===== src/rtl/serial_add_ctrl_pkg.sv =====
// ---------------------------------------------------------------------------
// serial_add_pkg
// Shared definitions for the bit-serial adder controller:
//   - state_t      : FSM state encoding (S_IDLE, S_RUN, S_DONE), 2 bits
//   - DEFAULT_WIDTH: default operand/result width
// Optional feature macro used by the rest of the slice: SERIAL_ADD_SUB_EN
// ---------------------------------------------------------------------------
package serial_add_pkg;

    typedef enum logic [1:0] {
        S_IDLE = 2'd0,
        S_RUN  = 2'd1,
        S_DONE = 2'd2
    } state_t;

    localparam int DEFAULT_WIDTH = 8;

endpackage


===== src/rtl/serial_add_ctrl_if.sv =====
// ---------------------------------------------------------------------------
// serial_add_ctrl_if
// Host-side handshake and operand/result bundle for serial_add_ctrl.
//   start, a, b, cin (, sub) : host -> controller request
//   busy, done, sum, cout    : controller -> host status/result
// Modports: master (host side), slave (controller side).
// Macro SERIAL_ADD_SUB_EN adds the sub (subtract select) signal.
// ---------------------------------------------------------------------------
interface serial_add_ctrl_if
    import serial_add_pkg::*;
#(
    parameter int WIDTH = DEFAULT_WIDTH
) ();

    logic             start;
    logic [WIDTH-1:0] a;
    logic [WIDTH-1:0] b;
    logic             cin;
`ifdef SERIAL_ADD_SUB_EN
    logic             sub;
`endif
    logic             busy;
    logic             done;
    logic [WIDTH-1:0] sum;
    logic             cout;

`ifdef SERIAL_ADD_SUB_EN
    modport master (output start, a, b, cin, sub, input busy, done, sum, cout);
    modport slave  (input start, a, b, cin, sub, output busy, done, sum, cout);
`else
    modport master (output start, a, b, cin, input busy, done, sum, cout);
    modport slave  (input start, a, b, cin, output busy, done, sum, cout);
`endif

endinterface


===== src/rtl/serial_add_ctrl_fa_cell.sv =====
// ---------------------------------------------------------------------------
// fa_cell
// Combinational one-bit full adder.
//   a, b, cin : addend bits and carry-in
//   s         : sum bit
//   cout      : carry-out
// ---------------------------------------------------------------------------
module fa_cell (
    input  logic a,
    input  logic b,
    input  logic cin,
    output logic s,
    output logic cout
);

    assign s    = a ^ b ^ cin;
    assign cout = (a & b) | (cin & (a ^ b));

endmodule


===== src/rtl/serial_add_ctrl.sv =====
// ---------------------------------------------------------------------------
// serial_add_ctrl
// Bit-serial adder: one fa_cell is time-shared over WIDTH cycles to add two
// WIDTH-bit operands. One addition at a time via a start/done handshake.
//   clk   : rising-edge clock
//   rst_n : synchronous active-low reset
//   bus   : serial_add_ctrl_if.slave (start/a/b/cin[/sub] in,
//           busy/done/sum/cout out; all outputs registered)
// Macro SERIAL_ADD_SUB_EN enables subtraction (sub=1 -> a - b).
// ---------------------------------------------------------------------------
module serial_add_ctrl
    import serial_add_pkg::*;
#(
    parameter int WIDTH = DEFAULT_WIDTH
) (
    input  logic               clk,
    input  logic               rst_n,
    serial_add_ctrl_if.slave   bus
);

    localparam int            CW   = $clog2(WIDTH);
    localparam logic [CW-1:0] LAST = CW'(WIDTH - 1);

    state_t           state_q, state_d;
    logic [WIDTH-1:0] a_q, a_d;
    logic [WIDTH-1:0] b_q, b_d;
    logic [WIDTH-1:0] sum_q, sum_d;
    logic             carry_q, carry_d;
    logic             cout_q, cout_d;
    logic [CW-1:0]    cnt_q, cnt_d;

    logic [WIDTH-1:0] b_load;
    logic             carry_load;
    logic             fa_s;
    logic             fa_co;

    fa_cell u_fa (
        .a    (a_q[0]),
        .b    (b_q[0]),
        .cin  (carry_q),
        .s    (fa_s),
        .cout (fa_co)
    );

    // Subtraction is a + ~b + 1, so it only changes what gets loaded.
    always_comb begin
`ifdef SERIAL_ADD_SUB_EN
        b_load     = bus.sub ? ~bus.b : bus.b;
        carry_load = bus.sub ? 1'b1   : bus.cin;
`else
        b_load     = bus.b;
        carry_load = bus.cin;
`endif
    end

    always_ff @(posedge clk) begin
        if (!rst_n) begin
            state_q <= S_IDLE;
            a_q     <= '0;
            b_q     <= '0;
            sum_q   <= '0;
            carry_q <= 1'b0;
            cout_q  <= 1'b0;
            cnt_q   <= '0;
        end else begin
            state_q <= state_d;
            a_q     <= a_d;
            b_q     <= b_d;
            sum_q   <= sum_d;
            carry_q <= carry_d;
            cout_q  <= cout_d;
            cnt_q   <= cnt_d;
        end
    end

    always_comb begin
        state_d = state_q;
        case (state_q)
            S_IDLE:  if (bus.start) state_d = S_RUN;
            S_RUN:   if (cnt_q == LAST) state_d = S_DONE;
            S_DONE:  state_d = S_IDLE;
            default: state_d = S_IDLE;
        endcase
    end

    // Datapath: load on accept, then shift one bit per RUN edge. The sum
    // fills from the MSB so bit 0 lands in place after WIDTH shifts.
    always_comb begin
        a_d     = a_q;
        b_d     = b_q;
        sum_d   = sum_q;
        carry_d = carry_q;
        cout_d  = cout_q;
        cnt_d   = cnt_q;
        case (state_q)
            S_IDLE: begin
                if (bus.start) begin
                    a_d     = bus.a;
                    b_d     = b_load;
                    carry_d = carry_load;
                    sum_d   = '0;
                    cnt_d   = '0;
                end
            end
            S_RUN: begin
                sum_d   = {fa_s, sum_q[WIDTH-1:1]};
                a_d     = a_q >> 1;
                b_d     = b_q >> 1;
                carry_d = fa_co;
                if (cnt_q == LAST) begin
                    cout_d = fa_co;
                end else begin
                    cnt_d = cnt_q + CW'(1);
                end
            end
            default: ;
        endcase
    end

    assign bus.busy = (state_q == S_RUN);
    assign bus.done = (state_q == S_DONE);
    assign bus.sum  = sum_q;
    assign bus.cout = cout_q;

endmodule

===== src/flat_wrapper.sv =====
// flat-port wrapper written by rule: the top's interface ports become plain ports
module serial_add_ctrl_flat import serial_add_pkg::*;
#(
    parameter int WIDTH = DEFAULT_WIDTH
)
  (clk, rst_n, bus_start, bus_a, bus_b, bus_cin, bus_busy, bus_done, bus_sum, bus_cout);
  serial_add_ctrl_if #(.WIDTH(WIDTH)) bus_i ();
  input  logic clk;
  input  logic rst_n;
  input wire logic [$bits(bus_i.start)-1:0] bus_start;
  input wire logic [$bits(bus_i.a)-1:0] bus_a;
  input wire logic [$bits(bus_i.b)-1:0] bus_b;
  input wire logic [$bits(bus_i.cin)-1:0] bus_cin;
  output wire logic [$bits(bus_i.busy)-1:0] bus_busy;
  output wire logic [$bits(bus_i.done)-1:0] bus_done;
  output wire logic [$bits(bus_i.sum)-1:0] bus_sum;
  output wire logic [$bits(bus_i.cout)-1:0] bus_cout;
  assign bus_i.start = bus_start;
  assign bus_i.a = bus_a;
  assign bus_i.b = bus_b;
  assign bus_i.cin = bus_cin;
  assign bus_busy = bus_i.busy;
  assign bus_done = bus_i.done;
  assign bus_sum = bus_i.sum;
  assign bus_cout = bus_i.cout;
  serial_add_ctrl #(.WIDTH(WIDTH)) u_core (.clk(clk), .rst_n(rst_n), .bus(bus_i));
endmodule

===== config.mk =====
export PLATFORM = sky130hd
export DESIGN_NAME = serial_add_ctrl_flat
export DESIGN_NICKNAME = d
export VERILOG_FILES = /design/src/rtl/serial_add_ctrl_pkg.sv /design/src/rtl/serial_add_ctrl_if.sv /design/src/rtl/serial_add_ctrl_fa_cell.sv /design/src/rtl/serial_add_ctrl.sv /design/src/flat_wrapper.sv
export SDC_FILE = /design/constraint.sdc
export NUM_CORES = 1
export LEC_CHECK = 0
export BUFFER_PORTS_ARGS = -buffer_cell sky130_fd_sc_hd__buf_4
export CORE_MARGIN = 3
export CORE_UTILIZATION = 50
export CTS_BUF_LIST = sky130_fd_sc_hd__clkbuf_4
export CTS_CLUSTER_SIZE = 28
export DETAILED_ROUTE_END_ITERATION = 10
export PLACE_DENSITY = 0.74
export SLEW_MARGIN = 20
export SYNTH_ARGS = -nofsm -noshare
export SYNTH_HDL_FRONTEND = slang
export SYNTH_HIERARCHICAL = 1
export SYNTH_SLANG_ARGS = --single-unit

===== constraint.sdc =====
create_clock -name clk -period 3.57 [get_ports clk]
set_clock_uncertainty 0.15 [all_clocks]
set_input_delay 0 -clock clk [delete_from_list [all_inputs] [get_ports clk]]
set_output_delay 0 -clock clk [all_outputs]
set_load 0.05 [all_outputs]

==> impl_results.md, run 1 <==
* Critical path, cell by cell: buf_4, nand4bb_1, dlygate4sd3_1, a21boi_1, dlygate4sd3_1
* Min Clock Period, post-route at 2762 ps
* Number of buffers inserted for hold repair after clock tree synthesis at 34
* Clock-pin slew reported for the worst setup and hold paths after clock tree synthesis at 100 ps
* Cell types with the largest area share after synthesis: sky130_fd_sc_hd__dfxtp_1 (42%), sky130_fd_sc_hd__mux2i_1 (8.8%), sky130_fd_sc_hd__o211a_1 (8.1%)
* Run status: finished clean
* Standby leakage power at 0.9820 nW
* Synthesized-area fraction occupied by adder cells at 0.03053
* Full die area at 3638 um^2
* Flop and latch count out of synthesis at 31
* Setup Fix Bufs, Post-CTS at 0
* Cell type with the highest occurrence count on the critical path: sky130_fd_sc_hd__dlygate4sd3_1
* Synthesized netlist net count at 167
* Total power per unit cell area at 382.2 nW/um^2
* Residual DRC count at 0
* Pin slew with the least headroom to its limit at 788.7 ps
* Number of warnings issued by yosys at 6
* Post-Syn Area at 1475 um^2
* Share of synthesized area spent on multiplexers at 0.08821
* Pin count of the biggest net entering global routing at 32
* Post-route setup TNS at 0 ps
* Count of pins over their slew limit at 0
* Maximum count of clock buffers along a single path at 2
* Pre-antenna DRT Iters at 4
* Final worst-path cycle share at 0.7737
* Clock Root Buffer: sky130_fd_sc_hd__clkbuf_4
* Average footprint of a synthesized cell at 10.24 um^2
* All-layer global routing usage at 0.2105
* Per-cell routed wire length at 14.29 um
* Number of diodes at 0
* Launching instance or port of the critical path: u_core/state_q[0]
* Fin nets at 227
* Slowest stage delay, CP at 850 ps
* Total CTS buffers at 5
* MaxCap Viol Count at 0
* Setup violation total in the final timing report at 0
* Reg-to-reg startpoint: u_core/state_q[0]
* Wire length of the first global-routing pass at 5595 um
* Detailed placement HPWL at 2057 um
* Sum of internal, switching and leakage power at 790.1 uW
* Worst voltage drop across the vdd grid at 0.0003862 V
* Kind of end point of the critical path: flip-flop
* Starting utilization of the core area at 0.5304
* GRT Residual Overflow at 0
* Highest fanout seen on the critical path at 19
* Count of input and output buffers at 30
* Critical path start-end classification: reg2reg
* Count of pins on the block boundary at 31
* Crit path arrival time at 2830 ps
* Post-synthesis compound-gate area fraction at 0.2222
* Count of clock tree sinks at 31
* Synthesis-to-layout area growth at 40.12%
* Hold wc startpoint: u_core/cnt_q[2]
* Vias in the first global route at 1255
* Unique masters post-synth at 29
* Synth Area in XOR/XNOR at 0
* Top cell type's share of synthesized area at 0.4207
* Hold violation total from the final report at 0
* Simple-gate area share of the yosys netlist at 0.1730
* Overall die height at 60.32 um
* Slew headroom at 0.4735
* Largest family of logic cells by synthesized area: compound AO/OA/AOI/OAI gates
* Upper clock frequency limit at 362.1 MHz
* Total wire length at 3373 um
* Type of origin of the critical path: flip-flop
* Number of instances in the synthesized netlist at 144
* Clock latency of the later-clocked register in the worst-skew pair at 330 ps
* Number of DRC markers in iteration 0 at 76
* Initial antenna violation count at 0
* Layout cell share with drive strength beyond 1 at 0.2000
* Cell at the slowest stage of the critical path: sky130_fd_sc_hd__dfxtp_1
* Std-Cell Core Area at 2781 um^2
* Antenna Violating Nets Remaining at 0
* Vias at 1282
* Die W at 60.32 um
* Via density per instance at 5.432
* # H-tree levels at 2
* Type of the most critical hold path: reg2reg
* Sequential-to-total area share from yosys stat at 0.4207
* Row count at 19
* Post-synthesis cell type with the largest combined area: sky130_fd_sc_hd__dfxtp_1
* Resize count post-CTS at 0
* Required time of the critical path at 3640 ps
* RSZ-0062 raised after global routing: no
* Clock tree from TritonCTS: yes
* Placer congestion estimate at 0.7095
power breakdown:
| part | leakage (nW) | internal (mW) | switching, mW |
|---|---|---|---|
| combinational | 0.685 | 0.0839 | 0.0567 |
| clock | 0.0426 | 0.144 | 0.122 |
| sequential | 0.255 | 0.366 | 0.0182 |
| total | 0.982 | 0.593 | 0.197 |
path summary, 6_finish.rpt:
kind | depth (start not counted) | end | slack (ps)
hold / removal | 2 | u_core/cnt_q[2] | 340
setup / recovery | 5 | u_core/b_q[7] | 810
setup reg to reg | 5 | u_core/b_q[7] | 810
hold reg to reg | 2 | u_core/cnt_q[2] | 340
synthesized netlist by cell type:
| master | count |
|---|---|
| sky130_fd_sc_hd__clkbuf_1 | 3 |
| sky130_fd_sc_hd__ha_1 | 2 |
| sky130_fd_sc_hd__nor2_1 | 8 |
| sky130_fd_sc_hd__buf_4 | 1 |
| sky130_fd_sc_hd__nand3b_1 | 1 |
| sky130_fd_sc_hd__and2b_4 | 1 |
| sky130_fd_sc_hd__nand2b_1 | 6 |
| sky130_fd_sc_hd__nor3b_1 | 1 |
| sky130_fd_sc_hd__a31oi_1 | 1 |
| sky130_fd_sc_hd__buf_2 | 2 |
| sky130_fd_sc_hd__o211a_1 | 12 |
| sky130_fd_sc_hd__a21boi_1 | 5 |
| sky130_fd_sc_hd__buf_6 | 6 |
| sky130_fd_sc_hd__fa_1 | 1 |
| sky130_fd_sc_hd__o2111a_1 | 3 |
| sky130_fd_sc_hd__nand2_1 | 15 |
| sky130_fd_sc_hd__and3_1 | 1 |
| sky130_fd_sc_hd__nand4bb_1 | 2 |
| sky130_fd_sc_hd__nor2b_1 | 10 |
| sky130_fd_sc_hd__o21bai_2 | 1 |
| sky130_fd_sc_hd__a32oi_1 | 2 |
| sky130_fd_sc_hd__nor4b_1 | 1 |
| sky130_fd_sc_hd__and2_1 | 1 |
| sky130_fd_sc_hd__a21oi_1 | 3 |
| sky130_fd_sc_hd__mux2i_1 | 13 |
| sky130_fd_sc_hd__o21ai_0 | 2 |
| sky130_fd_sc_hd__a22oi_1 | 8 |
| sky130_fd_sc_hd__o21ba_4 | 1 |
| sky130_fd_sc_hd__dfxtp_1 | 31 |
per-stage QoR:
step | setup slack [ps] | cell area [um^2] | instances | utilization | hold slack [ps]
2_1_floorplan | 2122 | 1475 | 144 | - | 2.522
3_3_place_gp | 1684 | 1650 | 194 | 0.5933 | 150.5
3_5_place_dp | 1640 | 1650 | 194 | 0.5933 | 156.4
4_1_cts | 872.6 | 2067 | 236 | 0.7431 | 338.8
5_1_grt | 642.6 | 2067 | 236 | 0.7431 | 380.5
6_report | 808.0 | 2067 | 236 | 0.7431 | 338.8
cell usage in the layout, fill, tap and decap left out, drive strengths merged:
master	count
nor4b	1
and2	1
a31oi	1
o21bai	1
o211a	12
nand4bb	2
mux2i	13
nand3b	1
a21boi	5
a22oi	8
a32oi	2
clkbuf	5
nand2	15
nor2b	10
dfxtp	31
o2111a	3
o21ba	1
and2b	1
a21oi	3
o21ai	2
dlygate4sd3	34
clkinv	2
ha	2
fa	1
and3	1
nor2	8
nor3b	1
bufinv	1
nand2b	6
buf	31
state kept, by name (all words and copies together) (netlist names):
signal / count
u_core/a_q: 8
u_core/b_q: 8
u_core/bus.cout: 1
u_core/bus.sum: 8
u_core/carry_q: 1
u_core/cnt_q: 3
u_core/state_q: 2
cells by family (layout without fill, tap and decap cells):
| family | after synthesis | after routing |
|---|---|---|
| AND/OR/NAND/NOR | 47 | 47 |
| AO/OA/AOI/OAI | 38 | 38 |
| flip-flops | 31 | 31 |
| multiplexers | 13 | 13 |
| buffers and inverters | 12 | 73 |
| adder cells (fa/ha/maj) | 3 | 3 |
final cells by class:
class	count	area (um^2)
flip-flops and latches	31	620.6
clock inverters	3	38.79
fillers	211	714.4
repair buffers	65	573.1
clock buffers	5	37.54
well taps	31	38.79
multi-input cells	101	758.2
routing by layer:
metal	GRT usage	up-vias	routed length, um
met2	0.3210	34	1617
li1	-	642	-
met3	0.05616	6	185
met4	0.1234	0	56
met5	0	-	0
met1	0.2661	600	1514
worst max-delay path, delay by kind of cell, from the launching register on:
kind	cells	cell delay, ps
buf+inv	3	1450
simple gates	1	130
compound gates	1	80
flops	1	850
Note: power is estimated with default switching activity, not from simulation.
==> inputs of run 2 (changes only) <==
clock period = 2.77 ns   (was 3.57 ns; I/O delays follow)
==> run 2 against run 1 <==
Effect of this change: global-route usage is 0.063 points lower; power increased by 17%; critical path depth unchanged; register-to-register slack got worse by 470 ps.
==> impl_results.md, run 2 (synthesized netlist as in run 1, its figures left out) <==
* Run status: finished clean
* Vias in the first global route at 1302
* Setup violation total in the final timing report at 0
* Starting utilization of the core area at 0.5304
* Maximum count of clock buffers along a single path at 2
* Critical path start-end classification: reg2reg
* Die W at 60.32 um
* Count of pins over their slew limit at 0
* Cell at the slowest stage of the critical path: sky130_fd_sc_hd__dfxtp_1
* CP top delay family: buffers and inverters
* Layout cell share with drive strength beyond 1 at 0.2000
* Std-Cell Core Area at 2781 um^2
* Number of buffer and inverter stages on the critical path at 3
* RSZ-0062 raised after global routing: no
* Post-route cell area at 2041 um^2
* Number of DRC markers in iteration 0 at 49
* MaxCap Viol Count at 0
* Kind of end point of the critical path: flip-flop
* All-layer global routing usage at 0.2099
* Wire length of the first global-routing pass at 5644 um
* Number of diodes at 0
* Top library cells by usage in the layout, fill and taps aside: sky130_fd_sc_hd__dlygate4sd3_1 (33), sky130_fd_sc_hd__buf_4 (32), sky130_fd_sc_hd__dfxtp_1 (31), sky130_fd_sc_hd__nand2_1 (15), sky130_fd_sc_hd__mux2i_1 (13)
* Antenna Violating Nets Remaining at 0
* Critical path, cell by cell: buf_4, nand4bb_1, dlygate4sd3_1, a21boi_1, dlygate4sd3_1
* Count of input and output buffers at 30
* Total wire length at 3416 um
* Per-cell routed wire length at 14.47 um
* Vias at 1278
* Standby leakage power at 0.9723 nW
* Clock Root Buffer: sky130_fd_sc_hd__clkbuf_4
* Clock latency of the later-clocked register in the worst-skew pair at 320 ps
* Setup slack of the critical path after layout at 341.7 ps
* Min Clock Period, post-route at 2428 ps
* Crit path arrival time at 2490 ps
* Highest fanout seen on the critical path at 10
* Clock-pin slew reported for the worst setup and hold paths after clock tree synthesis at 90 ps
* Hold violation total from the final report at 0
* Upper clock frequency limit at 411.8 MHz
* # H-tree levels at 2
* Type of the most critical hold path: in2reg
* Slew headroom at 0.6466
* Setup Fix Bufs, Post-CTS at 0
* Fin nets at 227
* Row count at 19
* Resize count post-CTS at 0
* Count of pins on the block boundary at 31
* Share of the core filled with cells in the final layout at 0.7337
* Final worst-path cycle share at 0.8766
* Slowest stage delay, CP at 610 ps
* Initial antenna violation count at 0
* Number of buffers inserted for hold repair after clock tree synthesis at 33
* Synthesis-to-layout area growth at 38.34%
* Most frequent standard cell in the layout excluding fill and tap cells: sky130_fd_sc_hd__dlygate4sd3_1
* Full die area at 3638 um^2
* Post-detailed-placement cell area at 1658 um^2
* Required time of the critical path at 2830 ps
* Pre-antenna DRT Iters at 4
* Cell type with the highest occurrence count on the critical path: sky130_fd_sc_hd__dlygate4sd3_1
* Detailed placement HPWL at 2084 um
* Count of clock tree sinks at 31
* Total power per unit cell area at 454.8 nW/um^2
* Post-route setup TNS at 0 ps
* GRT Residual Overflow at 0
* Worst voltage drop across the vdd grid at 0.0004640 V
* Overall die height at 60.32 um
* Placer congestion estimate at 0.6858
* Residual DRC count at 0
* Total CTS buffers at 5
* Pin count of the biggest net entering global routing at 32
* Via density per instance at 5.415
* Clock tree from TritonCTS: yes
* Pin slew with the least headroom to its limit at 529.4 ps
* Type of origin of the critical path: flip-flop
* Post-place setup slack at 1245 ps
## run 2: worst paths after layout
path	start	endpoint	slack, ps	depth (start not counted)
max	u_core/state_q[0]	u_core/b_q[7]	340	5
max reg2reg	u_core/state_q[0]	u_core/b_q[7]	340	5
min	bus_start	u_core/a_q[1]	10	3
min reg2reg	u_core/cnt_q[1]	u_core/cnt_q[1]	340	2
## run 2: layout make-up
type	instances	area, um^2
fillers	213	740.7
repair buffers	65	570.5
clock buffers	6	45.04
multi-input cells	101	758.2
well taps	31	38.79
clock inverters	2	7.507
flip-flops and latches	31	620.6
## run 2: per-stage QoR
stage	instances	power, mW	hold WS [ps]
after detailed placement	195	0.6390	156.4
after floorplan	144	0.6030	2.522
final	236	0.9280	13.15
after CTS	236	0.9299	5.196
after global routing	236	0.9734	38.04
after global placement	195	0.6312	146.9
## run 2: power breakdown
part	switching [mW]	internal, mW	total (mW)
Sequential	0.0208	0.471	0.492
Clock	0.148	0.104	0.252
Combinational	0.0758	0.108	0.184
Total	0.245	0.683	0.928
## run 2: worst reg2reg max path, cell delays in order, from the launching register on
cell	delay, ps
sky130_fd_sc_hd__dfxtp_1	610
sky130_fd_sc_hd__buf_4	260
sky130_fd_sc_hd__nand4bb_1	130
sky130_fd_sc_hd__dlygate4sd3_1	550
sky130_fd_sc_hd__a21boi_1	60
sky130_fd_sc_hd__dlygate4sd3_1	560
## run 2: per-layer routing
layer	GRT usage	up-vias	part of all wire
li1	-	640	-
met1	0.2313	600	0.44
met2	0.3611	32	0.49
met3	0.07343	6	0.057
met4	0.09494	0	0.013
met5	0	-	0
